### config.mk
export PLATFORM = sky130hd
export DESIGN_NAME = ld_align_merge
export DESIGN_NICKNAME = d
export VERILOG_FILES = /design/src/rtl/ld_align_pkg.sv /design/src/rtl/ld_align_merge_shift.sv /design/src/rtl/ld_align_merge.sv
export SDC_FILE = /design/constraint.sdc
export NUM_CORES = 1
export LEC_CHECK = 0
export ABC_CLOCK_PERIOD_IN_PS = 4700
export CAP_MARGIN = 20
export CORE_MARGIN = 2
export CORE_UTILIZATION = 30
export CTS_CLUSTER_DIAMETER = 40
export DETAILED_ROUTE_END_ITERATION = 16
export DONT_BUFFER_PORTS = 1
export MAX_ROUTING_LAYER = met4
export PLACE_DENSITY = 0.41
export SYNTH_ARGS = -nofsm -noshare
export SYNTH_HDL_FRONTEND = slang
export SYNTH_HIERARCHICAL = 1
export SYNTH_SLANG_ARGS = --single-unit
### constraint.sdc
create_clock -name clk -period 4.7 [get_ports clk]
set_input_delay 0.235 -clock clk [delete_from_list [all_inputs] [get_ports clk]]
set_output_delay 0.235 -clock clk [all_outputs]
set_load 0.03 [all_outputs]
### src/rtl/ld_align_pkg.sv
// Shared constants, FSM state encoding and the byte keep-mask helper for ld_align_merge.
package ld_align_pkg;

  localparam int DATA_W = 128;
  localparam int BYTES  = 16;
  localparam int OFF_W  = 4;

  typedef enum logic [1:0] {
    ST_IDLE    = 2'd0,
    ST_WAIT_B0 = 2'd1,
    ST_WAIT_B1 = 2'd2,
    ST_RESP    = 2'd3
  } state_e;

  // Bit i set when result byte i is a requested byte (i <= size).
  function automatic logic [BYTES-1:0] keep_mask(input logic [OFF_W-1:0] size);
    logic [BYTES-1:0] m;
    for (int i = 0; i < BYTES; i++) begin
      m[i] = (4'(i) <= size);
    end
    return m;
  endfunction

endpackage

### src/rtl/ld_align_merge_shift.sv
// Byte rotator: output byte i = input byte (i + offset) mod 16.
module data_byte_shift
  import ld_align_pkg::*;
(
  input  logic [DATA_W-1:0] i_data,
  input  logic [OFF_W-1:0]  i_offset,
  output logic [DATA_W-1:0] o_data
);

  logic [2*DATA_W-1:0] w_double;

  // Rotate by shifting a doubled copy right by offset bytes.
  always_comb begin
    w_double = {i_data, i_data} >> {i_offset, 3'b000};
    o_data   = w_double[DATA_W-1:0];
  end

endmodule

### src/rtl/ld_align_merge.sv
// Unaligned load alignment/merge stage (1-16 bytes, up to two beats).
// Optional sign fill enabled by defining LD_ALIGN_SEXT_EN.
module ld_align_merge
  import ld_align_pkg::*;
(
  input  logic              clk,
  input  logic              rst_n,
  input  logic              req_valid,
  output logic              req_ready,
  input  logic [OFF_W-1:0]  req_offset,
  input  logic [OFF_W-1:0]  req_size,
  input  logic              req_signed,
  input  logic              beat_valid,
  output logic              beat_ready,
  input  logic [DATA_W-1:0] beat_data,
  output logic              rsp_valid,
  input  logic              rsp_ready,
  output logic [DATA_W-1:0] rsp_data
);

  state_e            r_state, w_state_nxt;
  logic [OFF_W-1:0]  r_off, r_size;
  logic [DATA_W-1:0] r_rot0, r_rsp;
  logic [DATA_W-1:0] w_rot, w_merged, w_fill_data;
  logic [BYTES-1:0]  w_keep;
  logic [7:0]        w_fill_byte;
  logic [4:0]        w_span_sum;
  logic              w_span, w_rsp_load;

`ifdef LD_ALIGN_SEXT_EN
  logic r_sgn;
`else
  logic w_unused_signed;
  assign w_unused_signed = req_signed;
`endif

  assign req_ready  = (r_state == ST_IDLE);
  assign beat_ready = (r_state == ST_WAIT_B0) || (r_state == ST_WAIT_B1);
  assign rsp_valid  = (r_state == ST_RESP);
  assign rsp_data   = r_rsp;

  data_byte_shift u_shift (
    .i_data   (beat_data),
    .i_offset (r_off),
    .o_data   (w_rot)
  );

  assign w_span_sum = {1'b0, r_off} + {1'b0, r_size};
  assign w_span     = (w_span_sum >= 5'd16);

  // Merge: low bytes come from the first beat until it runs out, the rest from the second.
  always_comb begin
    w_merged = w_rot;
    if (r_state == ST_WAIT_B1) begin
      for (int i = 0; i < BYTES; i++) begin
        if ((5'(i) + {1'b0, r_off}) < 5'd16) begin
          w_merged[8*i +: 8] = r_rot0[8*i +: 8];
        end else begin
          w_merged[8*i +: 8] = w_rot[8*i +: 8];
        end
      end
    end else begin
      w_merged = w_rot;
    end
  end

  // Fill bytes above the requested size with zero or the sign of the top requested byte.
  always_comb begin
    w_keep      = keep_mask(r_size);
    w_fill_byte = 8'h00;
`ifdef LD_ALIGN_SEXT_EN
    if (r_sgn && w_merged[{r_size, 3'b111}]) begin
      w_fill_byte = 8'hFF;
    end else begin
      w_fill_byte = 8'h00;
    end
`endif
    for (int i = 0; i < BYTES; i++) begin
      w_fill_data[8*i +: 8] = w_keep[i] ? w_merged[8*i +: 8] : w_fill_byte;
    end
  end

  // Next-state and response-load decode.
  always_comb begin
    w_state_nxt = r_state;
    w_rsp_load  = 1'b0;
    case (r_state)
      ST_IDLE: begin
        if (req_valid) w_state_nxt = ST_WAIT_B0;
        else           w_state_nxt = ST_IDLE;
      end
      ST_WAIT_B0: begin
        if (beat_valid) begin
          if (w_span) begin
            w_state_nxt = ST_WAIT_B1;
          end else begin
            w_state_nxt = ST_RESP;
            w_rsp_load  = 1'b1;
          end
        end else begin
          w_state_nxt = ST_WAIT_B0;
        end
      end
      ST_WAIT_B1: begin
        if (beat_valid) begin
          w_state_nxt = ST_RESP;
          w_rsp_load  = 1'b1;
        end else begin
          w_state_nxt = ST_WAIT_B1;
        end
      end
      ST_RESP: begin
        if (rsp_ready) w_state_nxt = ST_IDLE;
        else           w_state_nxt = ST_RESP;
      end
      default: w_state_nxt = ST_IDLE;
    endcase
  end

  // State, latched request fields, first rotated beat and result register.
  always_ff @(posedge clk or negedge rst_n) begin
    if (!rst_n) begin
      r_state <= ST_IDLE;
      r_off   <= 4'd0;
      r_size  <= 4'd0;
      r_rot0  <= 128'd0;
      r_rsp   <= 128'd0;
`ifdef LD_ALIGN_SEXT_EN
      r_sgn   <= 1'b0;
`endif
    end else begin
      r_state <= w_state_nxt;
      if ((r_state == ST_IDLE) && req_valid) begin
        r_off  <= req_offset;
        r_size <= req_size;
`ifdef LD_ALIGN_SEXT_EN
        r_sgn  <= req_signed;
`endif
      end
      if ((r_state == ST_WAIT_B0) && beat_valid) begin
        r_rot0 <= w_rot;
      end
      if (w_rsp_load) begin
        r_rsp <= w_fill_data;
      end
    end
  end

endmodule

### After elaboration in Yosys (flattened, before gate mapping)

Cells that the tools add are included.
Widths: inputs -> output; s select.

| storage, ports and cells | value |
|---|---|
| bits in registers | 266 |
| output and inout bits | 131 |
| word-level logic and storage cells | 105 |

| cells by class | value |
|---|---|
| add/subtract/negate cells | 16 |
| order comparisons | 33 |
| equality and inequality tests | 3 |
| shift-type cells | 1 |
| multiplexer cells | 43 |
| reductions and logical operators | 4 |

Operators with widths:

| kind | number |
|---|---|
| $mux 8 | 32 |
| $shr 256x7->128 | 1 |
| $mux 128 | 1 |
| $lt 5x5->1 const B | 15 |
| $add 4x4->5 const A | 8 |
| $le 4x4->1 const A | 8 |
| $add 3x4->5 const A | 4 |
| $le 3x4->1 const A | 4 |
| $add 2x4->5 const A | 2 |
| $le 1x4->1 const A | 2 |
| $le 2x4->1 const A | 2 |
| $pmux 2 s4 | 1 |
| $mux 1 | 6 |
| $add 1x4->5 const A | 1 |
| $add 4x4->5 | 1 |
| $ge 5x5->1 const B | 1 |
| $lt 4x5->1 const B | 1 |
| $eq 2x2->1 const B | 2 |
| $mux 2 | 2 |
| $eq 2x1->1 const B | 1 |
| $logic_and 1x1->1 | 2 |
| $logic_not 2->1 | 1 |
| $pmux 1 s2 | 1 |
| $logic_or 1x1->1 | 1 |

### Logic depth before layout (Yosys ltp)

Gate-level depths: netlist (run 1).

| logic depth | value |
|---|---|
| word-level depth | 5 |
| gate-level depth with buffers | 9 |

### By module

Netlist (run 1), hierarchy kept.

Modules (own cells, without submodules):

| module | instances | cells an instance | area an instance (um^2) | seq. area each (um^2) |
|---|---|---|---|---|
| ld_align_merge | 1 | 931 | 11649.9 | 6656.4 |
| data_byte_shift | 1 | 312 | 6185.9 | 0.0 |

### Least setup slack after synthesis (run 1)

Ideal clock, no wire load.

| path | value |
|---|---|
| path kind | register -> register |
| start point | register r_off[3] |
| end point | register r_rot0[64] |
| setup time | 0.125 ns |
| arrival time | 2.132 ns |
| required time | 4.575 ns |
| setup slack | 2.443 ns |
| cell stages (with the launch flop) | 7 |
| buffers on the path | 3 |
| cell sequence | dfrtp_1 > buf_6 > buf_2 > buf_2 > mux4_2 > mux4_2 > mux2_2 |

| between the ends | value |
|---|---|
| word-level cells in the longest chain between the ends | 1 |

Ends and longest elaborated chain:

| element | RTL line | source |
|---|---|---|
| from (decl) | ld_align_merge.sv:22 | `logic [OFF_W-1:0] r_off, r_size;` |
| from (signal assigned) | ld_align_merge.sv:134 | `r_off <= req_offset;` |
| $shr 256x7->128 | ld_align_merge_shift.sv:14 | `w_double = {i_data, i_data} >> {i_offset, 3'b000};` |
| named net w_rot[64] | ld_align_merge.sv:24 | `logic [DATA_W-1:0] w_rot, w_merged, w_fill_data;` |
| to (signal assigned) | ld_align_merge.sv:141 | `r_rot0 <= w_rot;` |
| to (decl) | ld_align_merge.sv:23 | `logic [DATA_W-1:0] r_rot0, r_rsp;` |

The timed path passes the listed nets, and every way through them passes these cells.
A chain may end at the register's enable or synchronous reset.

### Final worst setup path (run 1)

| path | value |
|---|---|
| start point | register r_off[1] |
| end point | register r_rsp[31], in the netlist rsp_data[31] |

RTL lines:

| element | RTL line | source |
|---|---|---|
| $shr 256x7->128 (*) | ld_align_merge_shift.sv:14 |  |
| named net w_rot[31] | ld_align_merge.sv:24 |  |
| $mux 8 | ld_align_merge.sv:56 | `if ((5'(i) + {1'b0, r_off}) < 5'd16) begin` |
| $mux 128 (*) | ld_align_merge.sv:54 | `if (r_state == ST_WAIT_B1) begin` |
| $mux 8 (*) | ld_align_merge.sv:79 | `w_fill_data[8*i +: 8] = w_keep[i] ? w_merged[8*i +: 8] : w_fill_byte;` |
| to (signal assigned) | ld_align_merge.sv:144 | `r_rsp <= w_fill_data;` |
| to (decl) | ld_align_merge.sv:23 |  |

The timed path passes the listed nets; every way through them passes the cells marked *.

==> results.cfg, run 1 <==
[timing]
slew_viol_final = 0
fin_skew_ns = 0.03776
worst_slew_pin_slew_ns = 1.081
tns_ns = 0
hold_viol_final = 266
post-route-period-util = 0.7243
max_freq_mhz = 293.8
slew-limit-headroom = 0.2794
period_needed_ns = 3.404
rsz0062_at_grt = false
setup_violations = 0
fin_hold_ws_ns = -0.6095

[clock_network]
htreeDepth = 2
cts.repair.resized = 0
clockBufferDepth = 3
numCtsBuffers = 51
cts.hold.buffers_added = 12
clk_pin_slew_worst_paths_ns = 0.05
cts_tree = built
cts.sinks = 266
post_cts_buffers = 0
clockRootBuffer = clkbuf_16
clk_latency_ns = 0.60

[global_route]
gr-usage-all-layers = 0.2133
grt_pass1_vias = 11791
grt_start_max_net_pins = 267
antenna_found_initial = 2
overflow = 0
grt_pass1_wl_mm = 90.33

[layout]
drive_gt1_frac = 0.4204
antenna_cells_inserted = 0
syn2layout_area_growth_pct = 14.64
nets = 1369
fin_cells = 2036
fill_cells = 5749

[synth]
netlist_instances = 1243
synth_top_family_by_area = multiplexers
synthAdderAreaFrac = 0.004911
ys_warn_count = 6
synth_seq_area_share = 0.3732
synth_xor_area_frac = 0
synthSimpleGateAreaFrac = 0.04462
synth_nets = 1392
yosysUniqueCellTypes = 40
ys_seq_elements = 266
synthTopCellsByArea = dfrtp_1 (37%), mux4_2 (32%), mux2_2 (8.6%), mux2i_1 (6.7%), o31ai_1 (4.7%)
synth_top_area_cell = dfrtp_1
synth_top_cell_area_share = 0.3732
synth-compound-area-share = 0.06075
syn_avg_cell_area_um2 = 14.35
synth.cell_area_um2 = 17840
synthMuxAreaShare = 0.4765

[critical_path]
slowest_stage = dfrtp_4
start_kind = flip-flop
cp.required_ns = 5.15
crit_type = reg2reg
path_delay_family = multiplexers
end_kind = flip-flop
worst_path_most_repeated_cell = mux4_2
cp_max_fo = 44
slowest_delay_ns = 0.94
worstPathArrival_ns = 3.86
critPathBufInv = 1
path_cells = buf_4, mux4_2, mux4_2, mux2i_1, o31ai_1

[placement]
dp_cells = 1928
gp_congestion = 0.8841
hpwl_mm = 48.45
port_buffers = 0

[drt]
firstDrtPassIters = 5
ant_nets = 0
routed_wl_mm = 63.38
vias = 11953
drc = 0
drt_iter0_markers = 1004
detail_route.wl_per_cell_um = 31.13
viasPerCell = 5.871

[power_and_ir_drop]
ir_drop_uv = 482.5
swShare = 0.4557
powerDensity_nw_per_um2 = 971.2
p_leak_nw = 8.274
p_int_mw = 10.81
p_seq_frac = 0.271
pwr-share-clk = 0.205
switching_power_mw = 9.049
combPwrFrac = 0.523

[floorplanning]
die_h_um = 247.8
dieArea_um2 = 61420
die_x_um = 247.8
num_io_pins = 273
row_count = 89
core_area_um2 = 58910
start_util = 0.3028

[worst_hold_path]
hp-class = in2async

[status]
status = finished with violations
failed_checks = negative hold slack

[flow_run]
maxCapViolations = 0
## power by group through the flow
stage	Combinational, mW	Sequential, mW	Clock, mW
floorplan	7.70	4.67	0
global placement	10.3	5.44	0
detailed placement	10.4	5.48	0
CTS	10.5	5.44	4.17
global route	11.0	5.58	4.29
finish	10.4	5.39	4.08
## cells by family (layout without fill, tap and decap cells)
group,after synthesis,in the layout
and+or+nand+nor,193,193
DFF,266,266
buffers and inverters,115,135
adders and majority gates,7,7
muxes,512,512
AOI/OAI and AO/OA,150,150
## metal layers
metal,part of all wire,global-route usage
met2,0.48,0.3303
met5,0,-
met3,0.086,0.06466
met4,0.018,0.04561
met1,0.42,0.2760
## final cells by class
class                           instances  area, µm²  area share
Clock buffer                           57       1339     0.06548
Timing Repair Buffer                   36      375.4     0.01836
Sequential cell                       266       6671      0.3263
Inverter                                3      11.26   0.0005507
Multi-Input combinational cell        862      10490      0.5132
Tap cell                              773      967.2     0.04730
Clock inverter                         39      590.6     0.02888
## cell usage after synthesis, drive strengths merged
| master | n |
|---|---|
| a31oi | 2 |
| ha | 7 |
| nand2b | 2 |
| o21ai | 23 |
| nand4 | 1 |
| clkbuf | 20 |
| a211oi | 1 |
| dfrtp | 266 |
| nor3 | 3 |
| mux2 | 136 |
| a21o | 1 |
| nand2 | 174 |
| and3 | 3 |
| and2b | 1 |
| mux4 | 256 |
| nand3 | 4 |
| nor2b | 1 |
| nor2 | 3 |
| inv | 3 |
| buf | 92 |
| a21oi | 8 |
| or2 | 1 |
| a21bo | 1 |
| a32oi | 1 |
| o21bai | 1 |
| o31ai | 112 |
| mux2i | 120 |
## state kept, by name, summed over array words and instances (netlist names)
signal	count
r_off	4
r_state	2
rsp_data	128
r_size	4
r_rot0	128
## path summary, 6_finish.rpt
| kind | from | endpoint | slack (ns) | cells after the start |
|---|---|---|---|---|
| min in group clk | beat_valid | rsp_data[79]$_DFFE_PN0P_ | 0.20 | 4 |
| setup reg to reg | r_off[1]$_DFFE_PN0P_ | rsp_data[31]$_DFFE_PN0P_ | 1.30 | 5 |
| hold reg to reg | r_rot0[32]$_DFFE_PN0P_ | r_rot0[32]$_DFFE_PN0P_ | 0.50 | 1 |
| setup / recovery | r_off[1]$_DFFE_PN0P_ | rsp_data[31]$_DFFE_PN0P_ | 1.30 | 5 |
| hold / removal | rst_n | rsp_data[3]$_DFFE_PN0P_ | -0.61 | 0 |
| max in group asynchronous | rst_n | r_rot0[126]$_DFFE_PN0P_ | 4.67 | 0 |
## layout by cell type, fill, tap and decap left out, types with 7 or more instances in the layout
| master | netlist | layout |
|---|---|---|
| buf_4 | 4 | 18 |
| bufinv_16 | 0 | 11 |
| clkbuf_16 | 0 | 51 |
| dfrtp_1 | 266 | 262 |
| dlygate4sd3_1 | 0 | 12 |
| ha_1 | 7 | 7 |
| inv_6 | 0 | 8 |
| mux2_2 | 136 | 136 |
| mux2i_1 | 120 | 120 |
| mux4_2 | 256 | 256 |
| nand2_1 | 172 | 171 |
| o21ai_0 | 13 | 13 |
| o21ai_1 | 7 | 7 |
| o31ai_1 | 112 | 112 |
## metrics by stage
step / utilization / setup WS [ns] / power, mW / cell area (µm²)
floorplan: - / 2.443 / 12.38 / 17840
global placement: 0.3123 / 1.316 / 15.77 / 18400
detailed placement: 0.3123 / 1.294 / 15.89 / 18400
CTS: 0.3471 / 1.299 / 20.07 / 20450
global route: 0.3471 / 1.117 / 20.91 / 20450
finish: 0.3471 / 1.296 / 19.86 / 20450
No activity file was read; power rests on OpenSTA's default activity.
==> run 2, diff against run 1 <==
--- a/config.mk
+++ b/config.mk
@@ -5,7 +5,8 @@
 export SDC_FILE = /design/constraint.sdc
 export NUM_CORES = 1
 export LEC_CHECK = 0
-export ABC_CLOCK_PERIOD_IN_PS = 4700
+export ABC_AREA = 1
+export ABC_CLOCK_PERIOD_IN_PS = 3320
 export CAP_MARGIN = 20
 export CORE_MARGIN = 2
 export CORE_UTILIZATION = 30
==> constraint.sdc (replaced) <==
create_clock -name clk -period 3.32 [get_ports clk]
set_input_delay 0.166 -clock clk [delete_from_list [all_inputs] [get_ports clk]]
set_output_delay 0.166 -clock clk [all_outputs]
set_load 0.03 [all_outputs]
==> run 2 against run 1 <==
  * The run still ends with negative hold slack left
  * Via count rose by 67%
  * Synthesized cell count rose by 150%
  * Combinational power rose by 70%
  * Global-route usage increased by 4.9 points
  * Flip-flop and latch count unchanged
  * Cell count grew 92%
  * Sequential share of layout area fell by 1.8 points
  * Clock power grew 47%
  * Power rose by 54%
  * Synthesized area rose by 4.9%
  * Critical endpoint is now rsp_data[0]$_DFFE_PN0P_
  * Register-to-register slack lost 0.82 ns
  * Wire length is 30% higher
==> results.cfg, run 2 <==
[status]
status = finished with violations
failed_checks = negative hold slack

[global_route]
grt_pass1_vias = 18773
antenna_found_initial = 2
grt_pass1_wl_mm = 122.1
gr-usage-all-layers = 0.2624
grt_start_max_net_pins = 267
overflow = 0

[clock_network]
cts.repair.resized = 0
post_cts_buffers = 0
clk_pin_slew_worst_paths_ns = 0.05
htreeDepth = 2
clockBufferDepth = 3
clockRootBuffer = clkbuf_16
numCtsBuffers = 57
clk_latency_ns = 0.63
cts.hold.buffers_added = 23
cts_tree = built
cts.sinks = 266

[synth]
synth_enable_flop_cells = 0
ys_warn_count = 6
synth_top_area_cell = dfrtp_1
synthMuxAreaShare = 0
synth_top_cell_area_share = 0.3558
synth_xor_area_frac = 0
synthTopCellsByArea = dfrtp_1 (36%), nand2_1 (28%), nand3_1 (18%), nor2_1 (4.6%), o21ai_0 (3.5%)
netlist_instances = 3085
synthSimpleGateAreaFrac = 0.5176
yosysUniqueCellTypes = 24
synthAdderAreaFrac = 0.004682
synth-main-ff-cell = dfrtp_1
synth.cell_area_um2 = 18710
synth-compound-area-share = 0.04401
async_flop_share = 1.000
synth_seq_area_share = 0.3558
synth_top_family_by_area = simple AND/OR/NAND/NOR gates
synth_nets = 3234
ys_seq_elements = 266
synth_common_cells = nand2_1 (1,392), nand3_1 (680), dfrtp_1 (266)
syn_avg_cell_area_um2 = 6.064
synthMostInstantiatedCell = nand2_1

[floorplanning]
row_count = 91
dieArea_um2 = 64370
num_io_pins = 273
start_util = 0.3031
die_x_um = 253.7
core_area_um2 = 61710
die_h_um = 253.7

[timing]
max_freq_mhz = 351.6
finalWorstSetupSlack_ns = 0.4759
hold_viol_final = 266
setup_violations = 0
rsz0062_at_grt = false
slew-limit-headroom = 0.2820
slew_viol_final = 0
period_needed_ns = 2.844
worst_slew_pin_slew_ns = 1.077
post-route-period-util = 0.8567
tns_ns = 0
fin_hold_ws_ns = -0.7654
fin_skew_ns = 0.05092

[power_and_ir_drop]
p_seq_frac = 0.222
combPwrFrac = 0.581
ir_drop_uv = 565.6
swShare = 0.5638
pwr-share-clk = 0.197
p_total_mw = 30.51
switching_power_mw = 17.20
p_leak_nw = 11.65
p_int_mw = 13.31
powerDensity_nw_per_um2 = 1408

[placement]
gp_congestion = 0.8896
port_buffers = 0
pre_cts_slack_ns = 0.5942
dp_cells = 3771
hpwl_mm = 61.64
place_area_um2 = 19340

[flow_run]
maxCapViolations = 0

[layout]
syn2layout_area_growth_pct = 15.81
nets = 3166
drive_gt1_frac = 0.05808
mostFrequentLayoutCells = nand2_1 (1,389), nand3_1 (680), dfrtp_1 (262)
fin_cells = 3902
final_common_cell = nand2_1
antenna_cells_inserted = 0
fill_cells = 6860
final_cell_area_um2 = 21660

[critical_path]
worstPathArrival_ns = 3.40
start_kind = flip-flop
crit_type = reg2reg
cp_max_fo = 36
end_kind = flip-flop
cp.required_ns = 3.87

[drt]
drt_iter0_markers = 1824
firstDrtPassIters = 6
viasPerCell = 5.127
ant_nets = 0
detail_route.wl_per_cell_um = 21.19
vias = 20004
drc = 0
routed_wl_mm = 82.67

[worst_hold_path]
hp-class = in2async
==> run 2: cell count changes after synthesis, sizes merged, moves of 24 or more <==
cell,previous run,this run
nand2,174,1396
nand3,4,683
mux4,256,0
nor2,3,233
mux2,136,0
mux2i,120,0
inv,3,116
o31ai,112,1
o21ai,23,131
clkbuf,20,73
buf,92,129
a21oi,8,32
==> run 2: routing by layer <==
layer	vias to the layer above	global-route usage	share of wire
met2	681	0.3865	0.43
met3	109	0.06432	0.081
li1	9769	-	-
met5	-	-	0
met1	9445	0.3476	0.45
met4	0	0.09748	0.039
==> run 2: logic make-up after synthesis <==
| logic type | after synthesis |
|---|---|
| compound gates | 164 |
| flops | 266 |
| simple gates | 2328 |
| fa+ha+maj | 7 |
| buf+inv | 320 |
==> run 2: final cells by class <==
class / instances / area, µm² / share of cell area
Inverter: 118 / 447.9 / 0.02068
Clock buffer: 73 / 1587 / 0.07324
Sequential cell: 266 / 6671 / 0.3080
Timing Repair Buffer: 75 / 803.3 / 0.03708
Tap cell: 837 / 1047 / 0.04834
Multi-Input combinational cell: 2499 / 10630 / 0.4906
Clock inverter: 34 / 478.0 / 0.02206
==> run 2: worst max-delay path, cell delays in order (launching register included) <==
cell and delay [ns]:
dfrtp_4 0.43, clkinv_2 0.35, buf_12 0.33, buf_4 0.20, nand3_1 0.11, nand3_1 0.10
nand2_1 0.29, nand2_1 0.08, nand2_1 0.07, inv_1 0.06, o21ai_0 0.43, nand3_1 0.17
nand2_1 0.09
==> run 2: path summary, 6_finish.rpt <==
path	startpoint	end	slack [ns]	cells after the start
min	rst_n	rsp_data[7]$_DFFE_PN0P_	-0.77	0
min in group clk	beat_valid	rsp_data[86]$_DFFE_PN0P_	0.04	4
max reg2reg	r_off[1]$_DFFE_PN0P_	rsp_data[0]$_DFFE_PN0P_	0.48	12
max in group asynchronous	rst_n	r_rot0[113]$_DFFE_PN0P_	3.16	0
max	r_off[1]$_DFFE_PN0P_	rsp_data[0]$_DFFE_PN0P_	0.48	12
min reg2reg	r_rot0[80]$_DFFE_PN0P_	r_rot0[80]$_DFFE_PN0P_	0.47	2
==> run 2: through the flow <==
step	util	hold slack [ns]
floorplan	-	-0.1296
global placement	0.3134	-0.1174
detailed placement	0.3134	-0.1172
CTS	0.3506	-0.7865
global route	0.3510	-0.7927
finish	0.3510	-0.7654
==> run 2: power by group through the flow <==
stage / registers, mW / logic (mW) / clock network (mW)
after floorplan: 6.48 / 11.3 / 0
after global placement: 6.81 / 17.5 / 0
after detailed placement: 6.84 / 17.5 / 0
after CTS: 6.80 / 17.7 / 6.11
after global routing: 6.95 / 19.7 / 6.29
final: 6.78 / 17.7 / 6.00
